`src/rtl/pipe_reg_skid.sv`:
```
// pipe_reg_skid
//   Generic pipeline stage register with valid/ready handshake. The payload is
//   opaque and is passed through unchanged. It generalises the fixed MEM/WB latch.
//   With SKID_EN=1 a second (skid) entry lets o_ready be decoded purely from state
//   flops, which breaks the combinational ready path to upstream.
//   With SKID_EN=0 the stage holds a single entry and o_ready is combinational.
//
// Ports
//   i_clk        in   1        clock, rising edge
//   i_rst        in   1        asynchronous reset, active-low
//   i_valid      in   1        upstream payload valid
//   o_ready      out  1        stage can accept a payload this cycle
//   i_data       in   DATA_W   upstream payload
//   i_flush      in   1        synchronous flush of held and incoming payloads
//   o_valid      out  1        o_data holds a valid payload
//   i_ready      in   1        downstream accepts the payload
//   o_data       out  DATA_W   payload to the next stage (always the main register)
//   o_count      out  2        number of entries held (0..2)
//   o_stall_cnt  out  CNT_W    saturating count of cycles with o_valid & !i_ready
//
// FSM states
//   state    | meaning
//   ST_EMPTY | nothing held, o_valid=0
//   ST_HALF  | one entry, in main register
//   ST_FULL  | two entries: oldest in main, newest in skid (SKID_EN=1 only)

module pipe_reg_skid #(
  parameter int DATA_W  = 70,
  parameter bit SKID_EN = 1'b1,
  parameter int CNT_W   = 16
) (
  input  logic              i_clk,
  input  logic              i_rst,
  input  logic              i_valid,
  output logic              o_ready,
  input  logic [DATA_W-1:0] i_data,
  input  logic              i_flush,
  output logic              o_valid,
  input  logic              i_ready,
  output logic [DATA_W-1:0] o_data,
  output logic [1:0]        o_count,
  output logic [CNT_W-1:0]  o_stall_cnt
);

  typedef enum logic [1:0] {
    ST_EMPTY = 2'b00,
    ST_HALF  = 2'b01,
    ST_FULL  = 2'b10
  } state_t;

  localparam logic [CNT_W-1:0] CNT_MAX = '1;
  localparam logic [CNT_W-1:0] CNT_ONE = {{(CNT_W-1){1'b0}}, 1'b1};

  state_t            state;
  logic [DATA_W-1:0] main_q;
  logic [DATA_W-1:0] skid_q;
  logic              valid_q;
  logic [1:0]        count_q;
  logic [CNT_W-1:0]  stall_q;

  logic xfer_in;
  logic xfer_out;

  // Ready decode. The skid build looks only at the state flops; the single-entry
  // build can accept while draining, which is what gives 1 word/cycle there.
  generate
    if (SKID_EN) begin : g_ready_skid
      assign o_ready = (state != ST_FULL);
    end else begin : g_ready_single
      assign o_ready = (state == ST_EMPTY) | i_ready;
    end
  endgenerate

  assign xfer_in  = i_valid & o_ready;
  assign xfer_out = valid_q & i_ready;

  assign o_valid     = valid_q;
  assign o_data      = main_q;
  assign o_count     = count_q;
  assign o_stall_cnt = stall_q;

  // Handshake FSM. valid_q and count_q are registered alongside the state so
  // they never glitch. A flush only clears the occupancy. The data registers keep
  // stale contents, which are unobservable once valid drops.
  always_ff @(posedge i_clk or negedge i_rst) begin
    if (!i_rst) begin
      state   <= ST_EMPTY;
      main_q  <= '0;
      skid_q  <= '0;
      valid_q <= 1'b0;
      count_q <= 2'd0;
    end else if (i_flush) begin
      state   <= ST_EMPTY;
      valid_q <= 1'b0;
      count_q <= 2'd0;
    end else begin
      case (state)
        ST_EMPTY: begin
          if (xfer_in) begin
            state   <= ST_HALF;
            main_q  <= i_data;
            valid_q <= 1'b1;
            count_q <= 2'd1;
          end
        end
        ST_HALF: begin
          if (xfer_in && xfer_out) begin
            main_q <= i_data;
          end else if (xfer_in && SKID_EN) begin
            // Downstream stalled: park the newer word behind the current one.
            state   <= ST_FULL;
            skid_q  <= i_data;
            count_q <= 2'd2;
          end else if (xfer_out) begin
            state   <= ST_EMPTY;
            valid_q <= 1'b0;
            count_q <= 2'd0;
          end
        end
        ST_FULL: begin
          // o_ready is low here, so only a drain can happen.
          if (xfer_out) begin
            state   <= ST_HALF;
            main_q  <= skid_q;
            count_q <= 2'd1;
          end
        end
        default: begin
          state   <= ST_EMPTY;
          valid_q <= 1'b0;
          count_q <= 2'd0;
        end
      endcase
    end
  end

  // Stall counter: reset clears it, flush does not.
  always_ff @(posedge i_clk or negedge i_rst) begin
    if (!i_rst) begin
      stall_q <= '0;
    end else if (valid_q && !i_ready && (stall_q != CNT_MAX)) begin
      stall_q <= stall_q + CNT_ONE;
    end
  end

endmodule

```
`config.mk`:
```
export PLATFORM = sky130hd
export DESIGN_NAME = pipe_reg_skid
export DESIGN_NICKNAME = d
export VERILOG_FILES = /design/src/rtl/pipe_reg_skid.sv
export SDC_FILE = /design/constraint.sdc
export NUM_CORES = 1
export LEC_CHECK = 0
export BUFFER_PORTS_ARGS = -buffer_cell sky130_fd_sc_hd__buf_2
export CAP_MARGIN = 20
export CORE_AREA = 2 2 112 114
export CTS_CLUSTER_SIZE = 28
export DETAILED_ROUTE_END_ITERATION = 8
export DIE_AREA = 0 0 114 116
export GPL_ROUTABILITY_DRIVEN = 1
export PLACE_DENSITY_LB_ADDON = 0.05
export SYNTH_ARGS = -nofsm -noshare
export SYNTH_HDL_FRONTEND = slang
export SYNTH_SLANG_ARGS = --single-unit
```
`constraint.sdc`:
```
create_clock -name i_clk -period 2.6 [get_ports i_clk]
set_clock_uncertainty 0.2 [all_clocks]
set_input_delay 0.52 -clock i_clk [delete_from_list [all_inputs] [get_ports i_clk]]
set_output_delay 0.52 -clock i_clk [all_outputs]
set_load 0.01 [all_outputs]
```
==> impl_summary.txt, run 1 <==
----------------------------------------------------
[Routing]
  Antenna-violating nets left ... 0
  Residual DRC ... 0
  TritonRoute pass-1 iters ... 4
  DRC violation total after the first TritonRoute iteration ... 252
  DRT Wirelength ... 14,600 um
  Vias ... 4,770
  Average vias per placed instance ... 5.451
  Average routed wire per standard cell ... 16.68 um

[Timing]
  Tightest slew margin relative to the limit ... 61.88%
  Number of hold violations in the final report ... 0
  Final count of negative-setup-slack endpoints ... 0
  Post-route worst hold slack ... 134.8 ps
  Timing-limited maximum frequency ... 441.1 MHz
  Min Clock Period, post-route ... 2267 ps
  RSZ-0062 raised after global routing ... no
  Min setup slack post-route ... 333.1 ps
  Final setup TNS ... 0 ps
  Portion of the clock cycle consumed by the worst path in the final layout ... 87.19%
  Max Transition Viols Final ... 0
  Slew at the pin closest to its max-slew limit ... 571.8 ps

[Outcome]
  Status ... finished, final reports clean

[Finish]
  Share of cells above drive strength 1 ... 40.58%
  Final cell utilization of the core ... 71.06%
  # nets final ... 791
  Commonest cells after routing, fill and taps aside ... sky130_fd_sc_hd__buf_2, sky130_fd_sc_hd__dfrtp_1, sky130_fd_sc_hd__mux2_2
  Area occupied by multi-input gates ... 0.002733 sq mm
  Layout overhead on the synthesized area ... 23.09%
  Commonest non-fill, non-tap cell in the layout ... sky130_fd_sc_hd__buf_2
  Area used by sequential logic in the layout ... 0.003979 sq mm
  Number of inserted filler cells in the final layout ... 904

[CTS]
  Level count of the clock H-tree ... 4
  Number of instances resized during post-cts repair ... 0
  Number of buffers added by the clock tree synthesis step ... 17
  Clock Root Buffer ... sky130_fd_sc_hd__clkbuf_16
  Maximum buffer depth of the clock tree ... 2
  Clock Latency Late Sink ... 420 ps
  Clock input transition at the sequential cells of the worst setup and hold paths ... 60 ps
  Clock tree from TritonCTS ... yes
  Sink count of the clock tree ... 159

[Synth]
  Mean cell area of the mapped netlist ... 12.48 sq um
  Gate count of the mapped netlist ... 551
  Combined area of all synthesized cells ... 0.006877 sq mm
  Net Count, Synth ... 627
  Number of unique standard cell types used by synthesis ... 38
  Total of warnings raised by yosys ... 0
  Number of register bits inferred by synthesis ... 159
  Proportion of synthesized chip area in sequential cells ... 57.86%

[Pwr]
  Total internal power ... 5432 uW
  Combinational group share of total power ... 21.5%
  Sw Ratio ... 28.39%
  Clock share of power ... 30.7%
  Part of the power in registers ... 47.8%
  Leakage Power ... 0.003767 uW
  Pwr/cell area ... 896.2 mW/mm^2
  Worst-case vdd ir drop ... 0.5651 mV
  NetSw ... 2154 uW

[Placement]
  Pre-CTS setup slack ... 309.7 ps
  Global placer's final weighted congestion ... 0.8065
  Quantity of I/O buffers inserted on ports ... 164
  Detailed-placement wirelength estimate ... 9751 um

[Floorplanning]
  Die footprint ... 0.01322 sq mm
  Vert. Die Dim ... 116 um
  Count of standard-cell rows ... 40
  Initial core utilization ... 57.73%
  Area of the placeable core ... 0.01191 sq mm
  Width of the die ... 114 um
  Top-Level Pins ... 165

[Global routing]
  Gr busiest metal ... met2
  Maximum number of pins on one net before global-route repair ... 115
  GR Layer Usage met2 ... 37.06%
  GRT Util Overall ... 23.39%
  Number of global-route vias before repair ... 4,848
  Leftover overflow at the end of global routing ... 0
  Met1 layer usage reported by global route ... 30.26%
  First-pass GRT wire length ... 23,870 um
  Number of antenna violations at the first check in global routing ... 1
  Met3 Resource Use GR ... 7.793%

[Critical path]
  Critical register-to-register path startpoint ... o_count[0]$_DFFE_PN0P_
  Kind of critical path ... flip-flop to output port
  Crit path DAT ... 1550 ps
  R2r endpoint ... o_data[45]$_DFFE_PN0P_
  Capturing instance or port of the critical path ... o_ready
  Critical Path Fanout Max ... 10
  Required time at the worst-slack endpoint ... 1880 ps
  Startpoint kind of the worst setup timing path ... flip-flop
  Reg-to-reg setup timing slack ... 380 ps
  Worst setup path startpoint ... o_count[1]$_DFFE_PN0P_
  Critical Path Sink Type ... output port
  Worst-case reg-to-reg path depth ... 5

[Worst hold path]
  Worst min path class ... primary input to flip-flop

[Job]
  Number of max-capacitance violations reported ... 0

----------------------------------------------------
-- layer usage --
metal | part of all wire [%] | up-vias
met5 | 0.055 | -
met4 | 1.8 | 2
met2 | 49 | 136
met1 | 43 | 2328
li1 | - | 2283
met3 | 6.3 | 21
-- flip-flops by register name (all words and copies together), names as in the netlist --
signal	count
o_stall_cnt	16
o_valid	1
o_count	2
o_data	70
skid_q	70
-- synth_stat cells --
master | count | area (sq um)
sky130_fd_sc_hd__nor4_2 | 1 | 12.51
sky130_fd_sc_hd__nand4_4 | 1 | 21.27
sky130_fd_sc_hd__nand3b_1 | 1 | 7.510
sky130_fd_sc_hd__nor2_1 | 72 | 270.3
sky130_fd_sc_hd__o21ai_0 | 3 | 15.01
sky130_fd_sc_hd__buf_6 | 3 | 33.78
sky130_fd_sc_hd__and4b_1 | 2 | 20.02
sky130_fd_sc_hd__buf_2 | 26 | 130.1
sky130_fd_sc_hd__mux2i_1 | 71 | 710.7
sky130_fd_sc_hd__nand4b_1 | 4 | 35.03
sky130_fd_sc_hd__buf_4 | 2 | 15.01
sky130_fd_sc_hd__a31oi_1 | 2 | 12.51
sky130_fd_sc_hd__nor3b_1 | 2 | 15.01
sky130_fd_sc_hd__clkbuf_1 | 1 | 3.750
sky130_fd_sc_hd__or3_1 | 1 | 6.260
sky130_fd_sc_hd__inv_1 | 3 | 11.26
sky130_fd_sc_hd__a21oi_1 | 63 | 315.3
sky130_fd_sc_hd__ha_1 | 1 | 12.51
sky130_fd_sc_hd__o211ai_1 | 1 | 7.510
sky130_fd_sc_hd__xor2_1 | 5 | 43.79
sky130_fd_sc_hd__dfrtp_1 | 159 | 3979
sky130_fd_sc_hd__nor2_2 | 1 | 6.260
sky130_fd_sc_hd__nor4_1 | 3 | 18.77
sky130_fd_sc_hd__nand2_1 | 9 | 33.78
sky130_fd_sc_hd__o22ai_1 | 1 | 6.260
sky130_fd_sc_hd__nor2b_1 | 4 | 25.02
sky130_fd_sc_hd__o21bai_1 | 1 | 7.510
sky130_fd_sc_hd__nand3_1 | 4 | 20.02
sky130_fd_sc_hd__mux2_2 | 75 | 844.6
sky130_fd_sc_hd__nor4_4 | 1 | 21.27
sky130_fd_sc_hd__a31oi_2 | 1 | 12.51
sky130_fd_sc_hd__or3b_1 | 1 | 8.760
sky130_fd_sc_hd__nor3_1 | 4 | 20.02
sky130_fd_sc_hd__nand4_1 | 4 | 25.02
sky130_fd_sc_hd__nand2b_1 | 3 | 18.77
sky130_fd_sc_hd__or4_1 | 1 | 7.510
sky130_fd_sc_hd__xnor2_1 | 4 | 35.03
sky130_fd_sc_hd__a21oi_2 | 10 | 87.58
-- worst max-delay path, cell delays in order (launching register included) --
cell,delay (ps)
sky130_fd_sc_hd__dfrtp_1,470
sky130_fd_sc_hd__nor2b_4,430
sky130_fd_sc_hd__inv_1,80
sky130_fd_sc_hd__buf_2,150
-- layout make-up --
type                       instances  share of cell area, %
clock inverter                     6                 0.6800
sequential                       159                  47.01
antenna                            1                0.02956
clock buffer                      25                  5.854
multi-input combinational        357                  32.28
tap                              147                  2.173
timing repair buffer             177                  11.84
inverter                           3                 0.1330
-- metrics by stage --
| step | area (sq um) | power [uW] | cells |
|---|---|---|---|
| 2_1_floorplan | 6877 | 4595 | 551 |
| 3_3_place_gp | 7899 | 5186 | 842 |
| 3_5_place_dp | 7899 | 5303 | 842 |
| 4_1_cts | 8462 | 7649 | 874 |
| 5_1_grt | 8462 | 8014 | 874 |
| 6_report | 8464 | 7586 | 875 |
-- worst min-delay path by stage --
stage	start	to	slack, ps	cells past startpoint
6_report	i_flush	o_valid$_DFFE_PN0P_	130	2
5_1_grt	i_flush	o_valid$_DFFE_PN0P_	130	2
4_1_cts	i_flush	o_valid$_DFFE_PN0P_	120	2
3_5_place_dp	skid_q[41]$_DFFE_PN0P_	skid_q[41]$_DFFE_PN0P_	290	1
3_3_place_gp	skid_q[45]$_DFFE_PN0P_	skid_q[45]$_DFFE_PN0P_	290	1
2_1_floorplan	i_rst	o_count[0]$_DFFE_PN0P_	20	0
-- power groups by stage --
stage | registers, uW | clock network (uW) | logic [uW]
after global routing | 3710 | 2490 | 1820
after detailed placement | 3660 | 0 | 1650
after global placement | 3610 | 0 | 1580
final | 3630 | 2330 | 1630
after floorplan | 3710 | 0 | 884
after CTS | 3630 | 2370 | 1650
-- kinds of logic (layout without fill, tap and decap cells) --
family                     Yosys count  count (layout)  synth area share, %
other                                0               1                    0
AOI/OAI and AO/OA                   82              82                6.750
xor gates and xnor gates             9               9                1.146
DFF                                159             159                57.86
buffers and inverters               35             211                2.820
and+or+nand+nor                    119             119                8.624
muxes                              146             146                22.62
adders and majority gates            1               1               0.1819
-- repair_timing --
action                                 CTS  global route
endpoints found under the hold margin   55             0
hold buffers                             1             0
setup buffers                            0             0
(Power assumes the default switching activity.)
==> inputs of run 2 (changes only) <==
- CORE_AREA: 2 2 112 114 -> 2 2 127 129
- DIE_AREA: 0 0 114 116 -> 0 0 129 131
==> run 2 against run 1 <==
Setup slack lost 110 ps. Clock power grew 8.6%. Utilization shrank 16 points. Sequential cell count is the same. Critical endpoint unchanged. Cell area grew 1.7%. Non-clock buffer count shrank 3.
==> impl_summary.txt, run 2 (synthesis results as in run 1) <==
----------------------------------------------------
[Outcome]
  Status ... finished, final reports clean

[CTS]
  Clock Latency Late Sink ... 410 ps (about the same)
  Clock Root Buffer ... sky130_fd_sc_hd__clkbuf_16
  Clock tree from TritonCTS ... yes
  Number of post-CTS setup repair buffers ... 0 (unchanged)
  Clock input transition at the sequential cells of the worst setup and hold paths ... 60 ps (about the same)
  Level count of the clock H-tree ... 4 (unchanged)
  Maximum buffer depth of the clock tree ... 2 (unchanged)
  Sink count of the clock tree ... 159 (unchanged)
  Number of buffers added by the clock tree synthesis step ... 17 (unchanged)

[Routing]
  Average routed wire per standard cell ... 15.46 um (-7.3%)
  DRT Wirelength ... 14,590 um (about the same)
  Vias ... 4,719 (-1.1%)
  Antenna-violating nets left ... 0 (unchanged)
  Average vias per placed instance ... 4.999 (-8.3%)
  Residual DRC ... 0 (unchanged)
  TritonRoute pass-1 iters ... 4 (unchanged)
  DRC violation total after the first TritonRoute iteration ... 228 (-9.5%)

[Global routing]
  Maximum number of pins on one net before global-route repair ... 90 (-22%)
  First-pass GRT wire length ... 23,360 um (-2.1%)
  GRT Util Overall ... 17.74% (-5.7 points)
  Leftover overflow at the end of global routing ... 0 (unchanged)
  Number of antenna violations at the first check in global routing ... 3 (+2)
  Number of global-route vias before repair ... 4,722 (-2.6%)

[Worst hold path]
  Worst min path class ... primary input to flip-flop

[Timing]
  Portion of the clock cycle consumed by the worst path in the final layout ... 91.27% (+4.1 points)
  Min Clock Period, post-route ... 2373 ps (+106.2 ps)
  Slew at the pin closest to its max-slew limit ... 503.7 ps (-68.18 ps)
  RSZ-0062 raised after global routing ... no
  Final setup TNS ... 0 ps (unchanged)
  Number of hold violations in the final report ... 0 (unchanged)
  Tightest slew margin relative to the limit ... 66.35% (+4.5 points)
  Final count of negative-setup-slack endpoints ... 0 (unchanged)
  Timing-limited maximum frequency ... 421.4 MHz (-4.5%)
  Max Transition Viols Final ... 0 (unchanged)

[Critical path]
  Kind of critical path ... flip-flop to output port
  Crit path DAT ... 1650 ps (+100 ps)
  Critical Path Sink Type ... output port
  Critical Path Fanout Max ... 12 (+2)
  Required time at the worst-slack endpoint ... 1880 ps (about the same)
  Startpoint kind of the worst setup timing path ... flip-flop

[Placement]
  Quantity of I/O buffers inserted on ports ... 164 (unchanged)
  Placed cell areas ... 0.007988 sq mm (+1.1%)
  Detailed-placement wirelength estimate ... 9806 um (+0.56%)
  Global placer's final weighted congestion ... 0.7658 (-5.0%)

[Finish]
  Layout overhead on the synthesized area ... 25.20%
  Share of cells above drive strength 1 ... 40.83% (+0.25 points)
  Final standard cell area without fillers ... 0.008610 sq mm (+1.7%)
  Number of inserted filler cells in the final layout ... 1,380 (+53%)
  Commonest cells after routing, fill and taps aside ... sky130_fd_sc_hd__buf_2, sky130_fd_sc_hd__dfrtp_1, sky130_fd_sc_hd__mux2_2
  Commonest non-fill, non-tap cell in the layout ... sky130_fd_sc_hd__buf_2
  # nets final ... 788 (-0.38%)

[Floorplanning]
  Initial core utilization ... 44.09% (-14 points)
  Die footprint ... 0.01690 sq mm (+28%)
  Vert. Die Dim ... 131 um (+13%)
  Area of the placeable core ... 0.01560 sq mm (+31%)
  Top-Level Pins ... 165 (unchanged)
  Width of the die ... 129 um (+13%)
  Count of standard-cell rows ... 46 (+15%)

[Pwr]
  Pwr/cell area ... 901.7 mW/mm^2 (+0.61%)
  Leakage Power ... 0.003771 uW (+0.11%)
  Worst-case vdd ir drop ... 0.4841 mV (-14%)

[Job]
  Number of max-capacitance violations reported ... 0 (unchanged)

----------------------------------------------------
-- run 2: changes by cell type in the layout (fill, tap and decap cells not counted) --
| cell | change |
|---|---|
| sky130_fd_sc_hd__buf_4 | -5 |
| sky130_fd_sc_hd__clkbuf_8 | -3 |
| sky130_fd_sc_hd__clkinv_4 | +1 |
| sky130_fd_sc_hd__inv_6 | +2 |
| sky130_fd_sc_hd__buf_12 | +2 |
| sky130_fd_sc_hd__bufinv_16 | +2 |
| sky130_fd_sc_hd__diode_2 | +2 |
| sky130_fd_sc_hd__clkinvlp_4 | +3 |
| sky130_fd_sc_hd__clkbuf_1 | -3 |
| sky130_fd_sc_hd__clkinv_2 | -1 |
-- run 2: timing repair --
item                       4_1_cts  5_1_grt
hold buffers                     1        0
setup endpoints to repair        0        0
resized for setup                0        0
hold endpoints to repair       159        0
-- run 2: per-stage QoR --
stage | hold slack (ps) | setup slack (ps) | std cells | power, uW | utilization (%)
2_1_floorplan | 24.41 | 557.6 | 551 | 4595 | -
3_3_place_gp | 286.5 | 416.9 | 908 | 5215 | 51.21
3_5_place_dp | 293.6 | 354.7 | 908 | 5307 | 51.21
4_1_cts | 116.1 | 171.2 | 941 | 7886 | 55.15
5_1_grt | 124.4 | 95.09 | 942 | 8219 | 55.17
6_report | 147.1 | 226.9 | 944 | 7763 | 55.20
-- run 2: metal layers --
| layer | routed length [um] | GRT usage, % | vias up |
|---|---|---|---|
| met5 | 0 | 0 | - |
| met4 | 336 | 7.481 | 0 |
| met3 | 901 | 6.067 | 23 |
| met2 | 6661 | 26.33 | 123 |
| met1 | 6694 | 23.87 | 2301 |
| li1 | - | - | 2272 |
-- run 2: final cells by class --
cell class	count	area (sq um)	share of cell area, %
inverters	3	11.26	0.1308
flip-flops and latches	159	3979	46.21
multi-input cells	357	2733	31.74
well taps	216	270.3	3.139
clock buffers	19	442.9	5.145
diodes	3	7.507	0.08720
clock inverters	13	161.4	1.875
repair buffers	174	1005	11.67
-- run 2: final timing paths --
| kind | endpoint | slack, ps | cells after the start | startpoint |
|---|---|---|---|---|
| max | o_ready | 230 | 3 | o_count[1]$_DFFE_PN0P_ |
| min reg2reg | skid_q[41]$_DFFE_PN0P_ | 310 | 1 | skid_q[41]$_DFFE_PN0P_ |
| min | skid_q[66]$_DFFE_PN0P_ | 150 | 2 | i_data[66] |
| max in group asynchronous | skid_q[39]$_DFFE_PN0P_ | 1290 | 3 | i_rst |
| max reg2reg | o_data[25]$_DFFE_PN0P_ | 480 | 5 | o_count[0]$_DFFE_PN0P_ |
| min in group asynchronous | o_stall_cnt[13]$_DFFE_PN0P_ | 470 | 3 | i_rst |
-- run 2: critical path, stage by stage (launching register included) --
cell and delay (ps):
sky130_fd_sc_hd__dfrtp_1 480, sky130_fd_sc_hd__nor2b_4 520, sky130_fd_sc_hd__inv_1 80, sky130_fd_sc_hd__buf_2 150
-- run 2: where the power goes --
| group | total (uW) | switching [uW] | leakage [uW] | internal, uW |
|---|---|---|---|---|
| combinational | 1630 | 796 | 0.00162 | 836 |
| sequential | 3600 | 408 | 0.00187 | 3190 |
| clock | 2530 | 995 | 0.000286 | 1540 |
| total | 7760 | 2200 | 0.00377 | 5560 |
==> inputs of run 3 (changes only) <==
- RECOVER_POWER: default -> 50
- clock period: 2.6 -> 2.5 ns (I/O delays scaled with it)
==> run 3 against run 2 <==
Via count grew 0.47%. Count of clock-buffer cells in the layout grew 3. Cell area shrank 0.42%. Clock power grew 12%. Utilization shrank 0.23 points. Non-clock buffer count grew 1. Sequential power grew 4%. Global-route usage grew 0.31 points. Sequential cell count is the same. Combinational power is essentially flat. Critical path depth grew 2. Register-to-register slack lost 120 ps.
==> impl_summary.txt, run 3 (synthesis results as in run 1) <==
----------------------------------------------------
[Finish]
  Final cell utilization of the core ... 54.97% (-0.23 points)
  Commonest cells after routing, fill and taps aside ... sky130_fd_sc_hd__dfrtp_1, sky130_fd_sc_hd__buf_2, sky130_fd_sc_hd__mux2_2
  Share of cells above drive strength 1 ... 34.71% (-6.1 points)
  Number of inserted filler cells in the final layout ... 1,376 (-0.29%)
  # nets final ... 789 (+0.13%)
  Commonest non-fill, non-tap cell in the layout ... sky130_fd_sc_hd__dfrtp_1
  Layout overhead on the synthesized area ... 24.67%

[Timing]
  RSZ-0062 raised after global routing ... no
  Tightest slew margin relative to the limit ... 29.42% (-37 points)
  Timing-limited maximum frequency ... 468.3 MHz
  Final setup TNS ... 0 ps (unchanged)
  Final count of negative-setup-slack endpoints ... 0 (unchanged)
  Portion of the clock cycle consumed by the worst path in the final layout ... 85.42%
  Slew at the pin closest to its max-slew limit ... 1059 ps (+555.0 ps)
  Max Transition Viols Final ... 0 (unchanged)
  Post-route worst hold slack ... 120.0 ps (-27.04 ps)
  Number of hold violations in the final report ... 0 (unchanged)
  Min Clock Period, post-route ... 2135 ps

[Routing]
  DRC violation total after the first TritonRoute iteration ... 209 (-8.3%)
  Vias ... 4,741 (+0.47%)
  Average vias per placed instance ... 5.022 (+0.47%)
  Residual DRC ... 0 (unchanged)
  Average routed wire per standard cell ... 15.46 um (about the same)
  TritonRoute pass-1 iters ... 4 (unchanged)
  DRT Wirelength ... 14,590 um (about the same)
  Antenna-violating nets left ... 0 (unchanged)

[CTS]
  Number of post-CTS setup repair buffers ... 0 (unchanged)
  Clock Root Buffer ... sky130_fd_sc_hd__clkbuf_16
  Level count of the clock H-tree ... 4 (unchanged)
  Number of instances resized during post-cts repair ... 0 (unchanged)
  Clock input transition at the sequential cells of the worst setup and hold paths ... 60 ps (about the same)
  Clock tree from TritonCTS ... yes
  Number of buffers added by the clock tree synthesis step ... 17 (unchanged)
  Sink count of the clock tree ... 159 (unchanged)
  Clock Latency Late Sink ... 420 ps (about the same)
  Maximum buffer depth of the clock tree ... 2 (unchanged)

[Placement]
  Detailed-placement wirelength estimate ... 9783 um (-0.23%)
  Global placer's final weighted congestion ... 0.7654 (about the same)
  Quantity of I/O buffers inserted on ports ... 164 (unchanged)

[Floorplanning]
  Width of the die ... 129 um (unchanged)
  Area of the placeable core ... 0.01560 sq mm (unchanged)
  Count of standard-cell rows ... 46 (unchanged)
  Top-Level Pins ... 165 (unchanged)
  Vert. Die Dim ... 131 um (unchanged)
  Initial core utilization ... 44.09% (unchanged)
  Die footprint ... 0.01690 sq mm (unchanged)

[Critical path]
  Crit path DAT ... 2280 ps (+630 ps)
  Capturing instance or port of the critical path ... o_data[54]$_DFFE_PN0P_
  Critical register-to-register path startpoint ... o_count[0]$_DFFE_PN0P_
  Critical Path Sink Type ... flip-flop
  Required time at the worst-slack endpoint ... 2640 ps (+760 ps)
  Startpoint kind of the worst setup timing path ... flip-flop
  Critical Path Fanout Max ... 84 (+72)
  Kind of critical path ... flip-flop to flip-flop
  R2r endpoint ... o_data[54]$_DFFE_PN0P_
  Worst setup path startpoint ... o_count[0]$_DFFE_PN0P_
  Worst-case reg-to-reg path depth ... 5 (unchanged)
  Reg-to-reg setup timing slack ... 360 ps (-120 ps)

[Worst hold path]
  Worst Hold Launch ... i_data[57]
  Worst min path class ... primary input to flip-flop

[Global routing]
  First-pass GRT wire length ... 23,590 um (+0.98%)
  Number of antenna violations at the first check in global routing ... 3 (unchanged)
  Maximum number of pins on one net before global-route repair ... 85 (-5.6%)
  Leftover overflow at the end of global routing ... 0 (unchanged)
  GRT Util Overall ... 18.04% (+0.31 points)
  Number of global-route vias before repair ... 4,714 (-0.17%)

[Pwr]
  Leakage Power ... 0.003692 uW (-2.1%)
  Pwr/cell area ... 959.0 mW/mm^2 (+6.4%)
  Worst-case vdd ir drop ... 0.4622 mV (-4.5%)

[Job]
  Number of max-capacitance violations reported ... 0 (unchanged)

[Outcome]
  Status ... finished, final reports clean

----------------------------------------------------
-- run 3: cell types whose count changed in the layout (fill, tap and decap cells not counted), sizes merged --
cell | previous run | this run
clkbuf | 19 | 66
inv | 5 | 3
clkinv | 4 | 3
buf | 173 | 130
diode | 3 | 2
bufinv | 3 | 5
clkinvlp | 4 | 2
-- run 3: worst min-delay path by stage --
stage,cells after the start,end,slack (ps)
floorplan,0,o_count[0]$_DFFE_PN0P_,4
global placement,1,o_stall_cnt[11]$_DFFE_PN0P_,240
detailed placement,1,o_stall_cnt[11]$_DFFE_PN0P_,240
CTS,2,skid_q[57]$_DFFE_PN0P_,100
global route,2,skid_q[55]$_DFFE_PN0P_,100
finish,2,skid_q[57]$_DFFE_PN0P_,120
-- run 3: power by group --
| part | leakage, uW | total [uW] | internal, uW | switching, uW |
|---|---|---|---|---|
| logic | 0.00152 | 1640 | 817 | 821 |
| clock network | 0.000310 | 2830 | 1820 | 1010 |
| registers | 0.00187 | 3750 | 3320 | 432 |
-- run 3: area by class of cell --
cell class | count | area, sq um | share of cell area [%]
antenna | 2 | 5.005 | 0.05838
tap | 216 | 270.3 | 3.152
inverter | 3 | 11.26 | 0.1313
multi-input combinational | 357 | 2733 | 31.87
timing repair buffer | 175 | 927.1 | 10.81
clock buffer | 22 | 464.2 | 5.414
clock inverter | 10 | 183.9 | 2.145
sequential | 159 | 3979 | 46.41
-- run 3: stage by stage --
step | worst slack (ps) | instance area [sq um] | power [uW] | cells
floorplan | 477.6 | 6877 | 4779 | 551
global placement | 338.3 | 7970 | 5417 | 909
detailed placement | 287.4 | 7970 | 5501 | 909
CTS | 378.5 | 8628 | 8364 | 942
global route | 252.3 | 8573 | 8714 | 944
finish | 364.6 | 8573 | 8222 | 944
-- run 3: repair_timing --
item,4_1_cts,5_1_grt
hold buffers,1,0
hold endpoints to repair,37,0
setup endpoints to repair,0,0
-- run 3: critical path: stages, from the launching register on --
cell and delay [ps]:
sky130_fd_sc_hd__dfrtp_1 510, sky130_fd_sc_hd__or3b_1 470, sky130_fd_sc_hd__a31oi_4 270, sky130_fd_sc_hd__buf_12 370
sky130_fd_sc_hd__nor2_1 80, sky130_fd_sc_hd__a21oi_1 140
-- run 3: per-layer routing --
metal,vias up,part of all wire (%),track usage (%)
met5,-,0,0
met4,0,2.5,7.737
met3,27,6.9,6.107
met2,133,46,28.29
met1,2318,44,22.99
li1,2263,-,-
